<file path="config.mk">
export PLATFORM = sky130hd
export DESIGN_NAME = ysyx_22040895_mem_arbiter
export DESIGN_NICKNAME = d
export VERILOG_FILES = /design/src/rtl/ysyx_22040895_mem_arbiter.sv
export SDC_FILE = /design/constraint.sdc
export NUM_CORES = 1
export LEC_CHECK = 0
export BUFFER_PORTS_ARGS = -buffer_cell sky130_fd_sc_hd__clkbuf_2
export CAP_MARGIN = 20
export CORE_AREA = 2 2 210 212
export DETAILED_ROUTE_END_ITERATION = 12
export DIE_AREA = 0 0 212 214
export SLEW_MARGIN = 25
export SYNTH_ARGS = -nofsm -noshare
export SYNTH_HDL_FRONTEND = slang
export SYNTH_SLANG_ARGS = --single-unit
</file>
<file path="constraint.sdc">
create_clock -name clk -period 1.5 [get_ports clk]
set_input_delay 0 -clock clk [delete_from_list [all_inputs] [get_ports clk]]
set_output_delay 0 -clock clk [all_outputs]
set_load 0.01 [all_outputs]
</file>
<file path="src/rtl/ysyx_22040895_mem_arbiter.sv">
// Two-master (IFU/LSU) single-outstanding memory arbiter with WAIT timeout.
// Optional round-robin arbitration: define YSYX_22040895_ARB_RR_EN (otherwise LSU has fixed priority).
//
// state | meaning
// IDLE  | no transaction; grant a requester and capture its fields
// REQ   | mem_req_o asserted with captured fields until mem_ready_i
// WAIT  | waiting for mem_rvalid_i or the timeout
module ysyx_22040895_mem_arbiter #(
  parameter int AW  = 64,
  parameter int DW  = 64,
  parameter int TMO = 255
) (
  input  logic          clk,
  input  logic          rst,
  input  logic          if_req_i,
  input  logic [AW-1:0] if_addr_i,
  output logic          if_gnt_o,
  output logic          if_rvalid_o,
  output logic [DW-1:0] if_rdata_o,
  output logic          if_err_o,
  input  logic          ls_req_i,
  input  logic          ls_we_i,
  input  logic [AW-1:0] ls_addr_i,
  input  logic [DW-1:0] ls_wdata_i,
  input  logic [7:0]    ls_wmask_i,
  output logic          ls_gnt_o,
  output logic          ls_rvalid_o,
  output logic [DW-1:0] ls_rdata_o,
  output logic          ls_err_o,
  output logic          mem_req_o,
  output logic          mem_we_o,
  output logic [AW-1:0] mem_addr_o,
  output logic [DW-1:0] mem_wdata_o,
  output logic [7:0]    mem_wmask_o,
  input  logic          mem_ready_i,
  input  logic          mem_rvalid_i,
  input  logic [DW-1:0] mem_rdata_i
);

  typedef enum logic [1:0] {
    S_IDLE,
    S_REQ,
    S_WAIT
  } state_t;

  localparam logic [7:0] TMO_LAST = 8'(TMO - 1);

  state_t        state;
  state_t        state_nxt;
  logic          owner;      // 1 = LSU
  logic [7:0]    cnt;
  logic [AW-1:0] addr_q;
  logic [DW-1:0] wdata_q;
  logic [7:0]    wmask_q;
  logic          we_q;
  logic          pick_ls;
  logic          any_req;
  logic          resp_hit;
  logic          tmo_hit;

`ifdef YSYX_22040895_ARB_RR_EN
  logic last_owner;
  // On contention, favour whoever was not granted most recently.
  assign pick_ls = ls_req_i && (!if_req_i || !last_owner);

  always_ff @(posedge clk or negedge rst) begin
    if (!rst) begin
      last_owner <= 1'b0;
    end else if (state == S_IDLE && any_req) begin
      last_owner <= pick_ls;
    end
  end
`else
  assign pick_ls = ls_req_i;
`endif

  assign any_req     = if_req_i || ls_req_i;
  assign mem_req_o   = (state == S_REQ);
  assign mem_we_o    = we_q;
  assign mem_addr_o  = addr_q;
  assign mem_wdata_o = wdata_q;
  assign mem_wmask_o = wmask_q;

  always_comb begin
    state_nxt = state;
    if_gnt_o  = 1'b0;
    ls_gnt_o  = 1'b0;
    resp_hit  = 1'b0;
    tmo_hit   = 1'b0;
    case (state)
      S_IDLE: begin
        // gnt is combinational, so gate it while reset is asserted
        if (any_req && rst) begin
          ls_gnt_o  = pick_ls;
          if_gnt_o  = !pick_ls;
          state_nxt = S_REQ;
        end
      end
      S_REQ: begin
        if (mem_ready_i) state_nxt = S_WAIT;
      end
      S_WAIT: begin
        if (mem_rvalid_i) begin
          resp_hit  = 1'b1;
          state_nxt = S_IDLE;
        end else if (cnt == TMO_LAST) begin
          tmo_hit   = 1'b1;
          state_nxt = S_IDLE;
        end
      end
      default: state_nxt = S_IDLE;
    endcase
  end

  always_ff @(posedge clk or negedge rst) begin
    if (!rst) begin
      state   <= S_IDLE;
      owner   <= 1'b0;
      cnt     <= 8'd0;
      addr_q  <= '0;
      wdata_q <= '0;
      wmask_q <= 8'd0;
      we_q    <= 1'b0;
    end else begin
      state <= state_nxt;
      if (state == S_IDLE && any_req) begin
        owner   <= pick_ls;
        addr_q  <= pick_ls ? ls_addr_i : if_addr_i;
        wdata_q <= pick_ls ? ls_wdata_i : '0;
        wmask_q <= pick_ls ? ls_wmask_i : 8'hFF;
        we_q    <= pick_ls && ls_we_i;
      end
      if (state == S_REQ) begin
        cnt <= 8'd0;
      end else if (state == S_WAIT) begin
        cnt <= cnt + 8'd1;
      end
    end
  end

  always_ff @(posedge clk or negedge rst) begin
    if (!rst) begin
      if_rvalid_o <= 1'b0;
      if_err_o    <= 1'b0;
      if_rdata_o  <= '0;
      ls_rvalid_o <= 1'b0;
      ls_err_o    <= 1'b0;
      ls_rdata_o  <= '0;
    end else begin
      if_rvalid_o <= (resp_hit || tmo_hit) && !owner;
      if_err_o    <= tmo_hit && !owner;
      ls_rvalid_o <= (resp_hit || tmo_hit) && owner;
      ls_err_o    <= tmo_hit && owner;
      // Timeout returns zero data; rdata otherwise holds between pulses.
      if ((resp_hit || tmo_hit) && !owner) if_rdata_o <= resp_hit ? mem_rdata_i : '0;
      if ((resp_hit || tmo_hit) && owner) ls_rdata_o <= resp_hit ? mem_rdata_i : '0;
    end
  end

endmodule

</file>
==> flow_summary_export.csv <==
group,metric,value,unit
logic_synthesis,ys_warn_count,0,
sta,tightest_slew,0.509,ns
final_layout,fin_cells,2272,
power,p_leak,0.00955,uW
power,ir_drop,0.778,mV
flow_run,drv_cap,0,
setup_path,crit-reg2reg-launch,"state[0]",
final_layout,drive_gt1_share,41.6,%
final_layout,area_delta_synth_final,75.0,%
clock_tree,cts_tree,"built",
setup_path,crit_arrival,1.84,ns
logic_synthesis,ys_seq_elements,280,
global_routing,grt_pass1_wl,65.8,mm
logic_synthesis,synth_top_family_by_area,"compound AO/OA/AOI/OAI gates",
sta,hold_viol_final,0,
placement,place_area,14500,sq um
clock_tree,clk_path_buf_depth,3,
clock_tree,cts_made_buffers,30,
logic_synthesis,synth.area.mux_share,6.28,%
logic_synthesis,syn_inst,805,
logic_synthesis,synthAdderAreaFrac,0.815,%
placement,numPortBuffers,542,
setup_path,path_class,"flop to output port",
routing,drtAntennaViolNets,0,
setup_path,cp_max_fo,3,
floorplan,die-area,45400,sq um
floorplan,coreArea,42900,sq um
placement,hpwl,29.2,mm
sta,clock.fmax,543,MHz
routing,routed_wirelength,44.7,mm
power,p_int,22700,uW
global_routing,grt_overflow,0,
logic_synthesis,synth_nets,1083,
logic_synthesis,synth.distinct_cells,34,
setup_path,setup.worst_path.end,"ls_gnt_o",
logic_synthesis,synthSimpleGateAreaFrac,3.74,%
power,p_sw_share,36.4,%
clock_tree,insertion_delay,0.56,ns
setup_path,worst_setup_path_start_kind,"flop",
setup_path,crit_start,"state[0]",
setup_path,r2r_cells,8,
floorplan,ios,543,
floorplan,chipHeight,214,microns
routing,drt_iter0_markers,693,
logic_synthesis,synth_compound_area_share,20.3,%
placement,dp.cells,1926,
power,power.total,35600,uW
sta,report.final.slew_viol_count,0,
run_status,status,"finished with violations",
run_status,violations,"negative setup slack",
setup_path,reg2reg_slack,-0.21,ns
sta,fin_skew,0.0141,ns
final_layout,post-route-util,43.8,%
sta,final.min_clock_period,1.84,ns
global_routing,antenna_found_initial,1,
power,clockPowerShare,20.9,%
power,p_sw,12900,uW
final_layout,final_cell_mix,"clkbuf_2, dfrtp_1, dlygate4sd3_1",
min_path,worstHoldPathType,"input port to flop",
final_layout,layout.nets,1943,
power,powerDensity,1890,nW/um^2
setup_path,crit_required,1.50,ns
sta,relSlewSlack,66.0,%
placement,gp_congestion,0.838,
sta,setup_violations,272,
routing,vias,10400,
logic_synthesis,synth_area,10700,sq um
final_layout,antenna_cells,0,
clock_tree,path_clk_slew,0.06,ns
global_routing,track_usage,18.7,%
sta,rsz0062_at_grt,"true",
setup_path,crit_path_end_kind,"output port",
sta,holdWs,0.0760,ns
routing,post-route-drc-count,0,
sta,period_share,123,%
floorplan,start_util,25.1,%
final_layout,fin_area,18800,sq um
final_layout,nFillCells,3886,
floorplan,dieWidth,212,microns
routing,drtPass1Iterations,5,
logic_synthesis,synth_seq_area_share,65.2,%
power,p_comb_share,42.0,%
logic_synthesis,synthXorXnorAreaFrac,0.245,%
sta,layout_setup_ws,-0.342,ns
routing,wl_per_cell,19.7,microns
floorplan,rows,76,
routing,vias_per_cell,4.57,
power,power_frac_seq,37.2,%
global_routing,grt_max_degree,83,
clock_tree,cts.sinks,280,
global_routing,first_global_vias,11100,
setup_path,r2r-end,"mem_addr_o[19]",
final_layout,layout_commonest_cell,"clkbuf_2",
logic_synthesis,syn_area_per_cell,13.3,sq um
clock_tree,clockRootBuffer,"clkbuf_16",
clock_tree,htreeDepth,1,
Yosys cell counts:
| cell | n | area share [%] |
|---|---|---|
| buf_1 | 13 | 0.45 |
| o21ai_2 | 1 | 0.082 |
| mux2_2 | 1 | 0.10 |
| mux2i_1 | 64 | 6.0 |
| o21bai_2 | 1 | 0.10 |
| nor3b_1 | 1 | 0.070 |
| and2_1 | 1 | 0.058 |
| o21ai_1 | 65 | 3.0 |
| dfrtp_1 | 280 | 65 |
| o31ai_1 | 1 | 0.070 |
| buf_2 | 16 | 0.75 |
| xor2_1 | 1 | 0.082 |
| nand4_2 | 1 | 0.12 |
| o21a_1 | 1 | 0.070 |
| xnor2_1 | 2 | 0.16 |
| nor2_1 | 6 | 0.21 |
| nand2_1 | 76 | 2.7 |
| inv_2 | 2 | 0.070 |
| a31oi_1 | 1 | 0.058 |
| buf_4 | 2 | 0.14 |
| ha_1 | 7 | 0.82 |
| nand4_1 | 2 | 0.12 |
| o21ai_0 | 7 | 0.33 |
| mux2_1 | 2 | 0.21 |
| nand3b_1 | 1 | 0.070 |
| o22a_1 | 8 | 0.65 |
| buf_6 | 10 | 1.0 |
| and3_1 | 4 | 0.23 |
| nor2b_1 | 2 | 0.12 |
| a22o_1 | 193 | 16 |
| a21oi_1 | 4 | 0.19 |
| nand3_1 | 2 | 0.093 |
| inv_1 | 4 | 0.14 |
| clkbuf_1 | 23 | 0.80 |
worst max-delay path, stage by stage (launching register included):
cell and delay, ns:
dfrtp_1 0.36, inv_2 0.05, buf_6 0.11, ha_4 0.16
buf_4 0.15, buf_4 0.13, and3_4 0.16, clkbuf_8 0.15
flip-flops by register name, summed over array words and instances (netlist names):
| name | flops |
|---|---|
| ls_err_o | 1 |
| mem_wdata_o | 64 |
| mem_we_o | 1 |
| state | 2 |
| cnt | 8 |
| mem_wmask_o | 8 |
| mem_addr_o | 64 |
| if_rvalid_o | 1 |
| owner | 1 |
| if_err_o | 1 |
| ls_rdata_o | 64 |
| if_rdata_o | 64 |
| ls_rvalid_o | 1 |
worst min path at each step:
stage	startpoint	endpoint	slack, ns	cells after the start
2_1_floorplan	rst	cnt[0]	-0.30	0
3_3_place_gp	rst	mem_wdata_o[6]	-0.19	1
3_5_place_dp	rst	mem_wdata_o[6]	-0.18	1
4_1_cts	rst	state[0]	0.02	5
5_1_grt	rst	state[1]	0.10	5
6_report	ls_req_i	mem_addr_o[32]	0.08	4
power groups by stage:
| stage | clock network, uW | logic, uW | registers [uW] |
|---|---|---|---|
| 2_1_floorplan | 0 | 5210 | 14500 |
| 3_5_place_dp | 0 | 13300 | 13200 |
| 6_report | 7430 | 14900 | 13200 |
| 3_3_place_gp | 0 | 13100 | 13200 |
| 4_1_cts | 7580 | 14500 | 13100 |
| 5_1_grt | 7940 | 16200 | 13600 |
layout make-up:
| class | count | area, sq um | area share, % |
|---|---|---|---|
| clock inverter | 9 | 76.3 | 0.406 |
| clock buffer | 45 | 918 | 4.89 |
| timing repair buffer | 892 | 6500 | 34.6 |
| tap | 585 | 732 | 3.89 |
| inverter | 6 | 22.5 | 0.120 |
| sequential | 280 | 7010 | 37.3 |
| multi-input combinational | 455 | 3550 | 18.9 |
stage by stage:
stage	setup TNS (ns)	worst slack [ns]
after floorplan	-1.39	-0.0253
after global placement	-13.99	-0.477
after detailed placement	-20.06	-0.538
after CTS	-47.33	-0.426
after global routing	-49.93	-0.440
final	-30.01	-0.342
layer usage:
| metal | up-vias | global-route usage, % | wire [microns] |
|---|---|---|---|
| li1 | 4709 | - | - |
| met1 | 5075 | 21.0 | 16900 |
| met2 | 502 | 33.1 | 22400 |
| met3 | 104 | 3.83 | 3170 |
| met4 | 0 | 9.95 | 2360 |
| met5 | - | 0 | 0 |
kinds of logic after synthesis:
group / count (synthesis)
buffers and inverters: 70
XOR/XNOR: 3
AO/OA/AOI/OAI: 282
flip-flops: 280
AND/OR/NAND/NOR: 96
adder cells (fa/ha/maj): 7
multiplexers: 67
timing repair:
item,in CTS,in global routing
endpoints found under the hold margin,549,0
hold buffers,269,0
gates cloned,4,9
setup buffers,8,4
resized for setup,22,28
setup endpoints to repair,273,282
pin swaps,2,35
(Power assumes the default switching activity.)
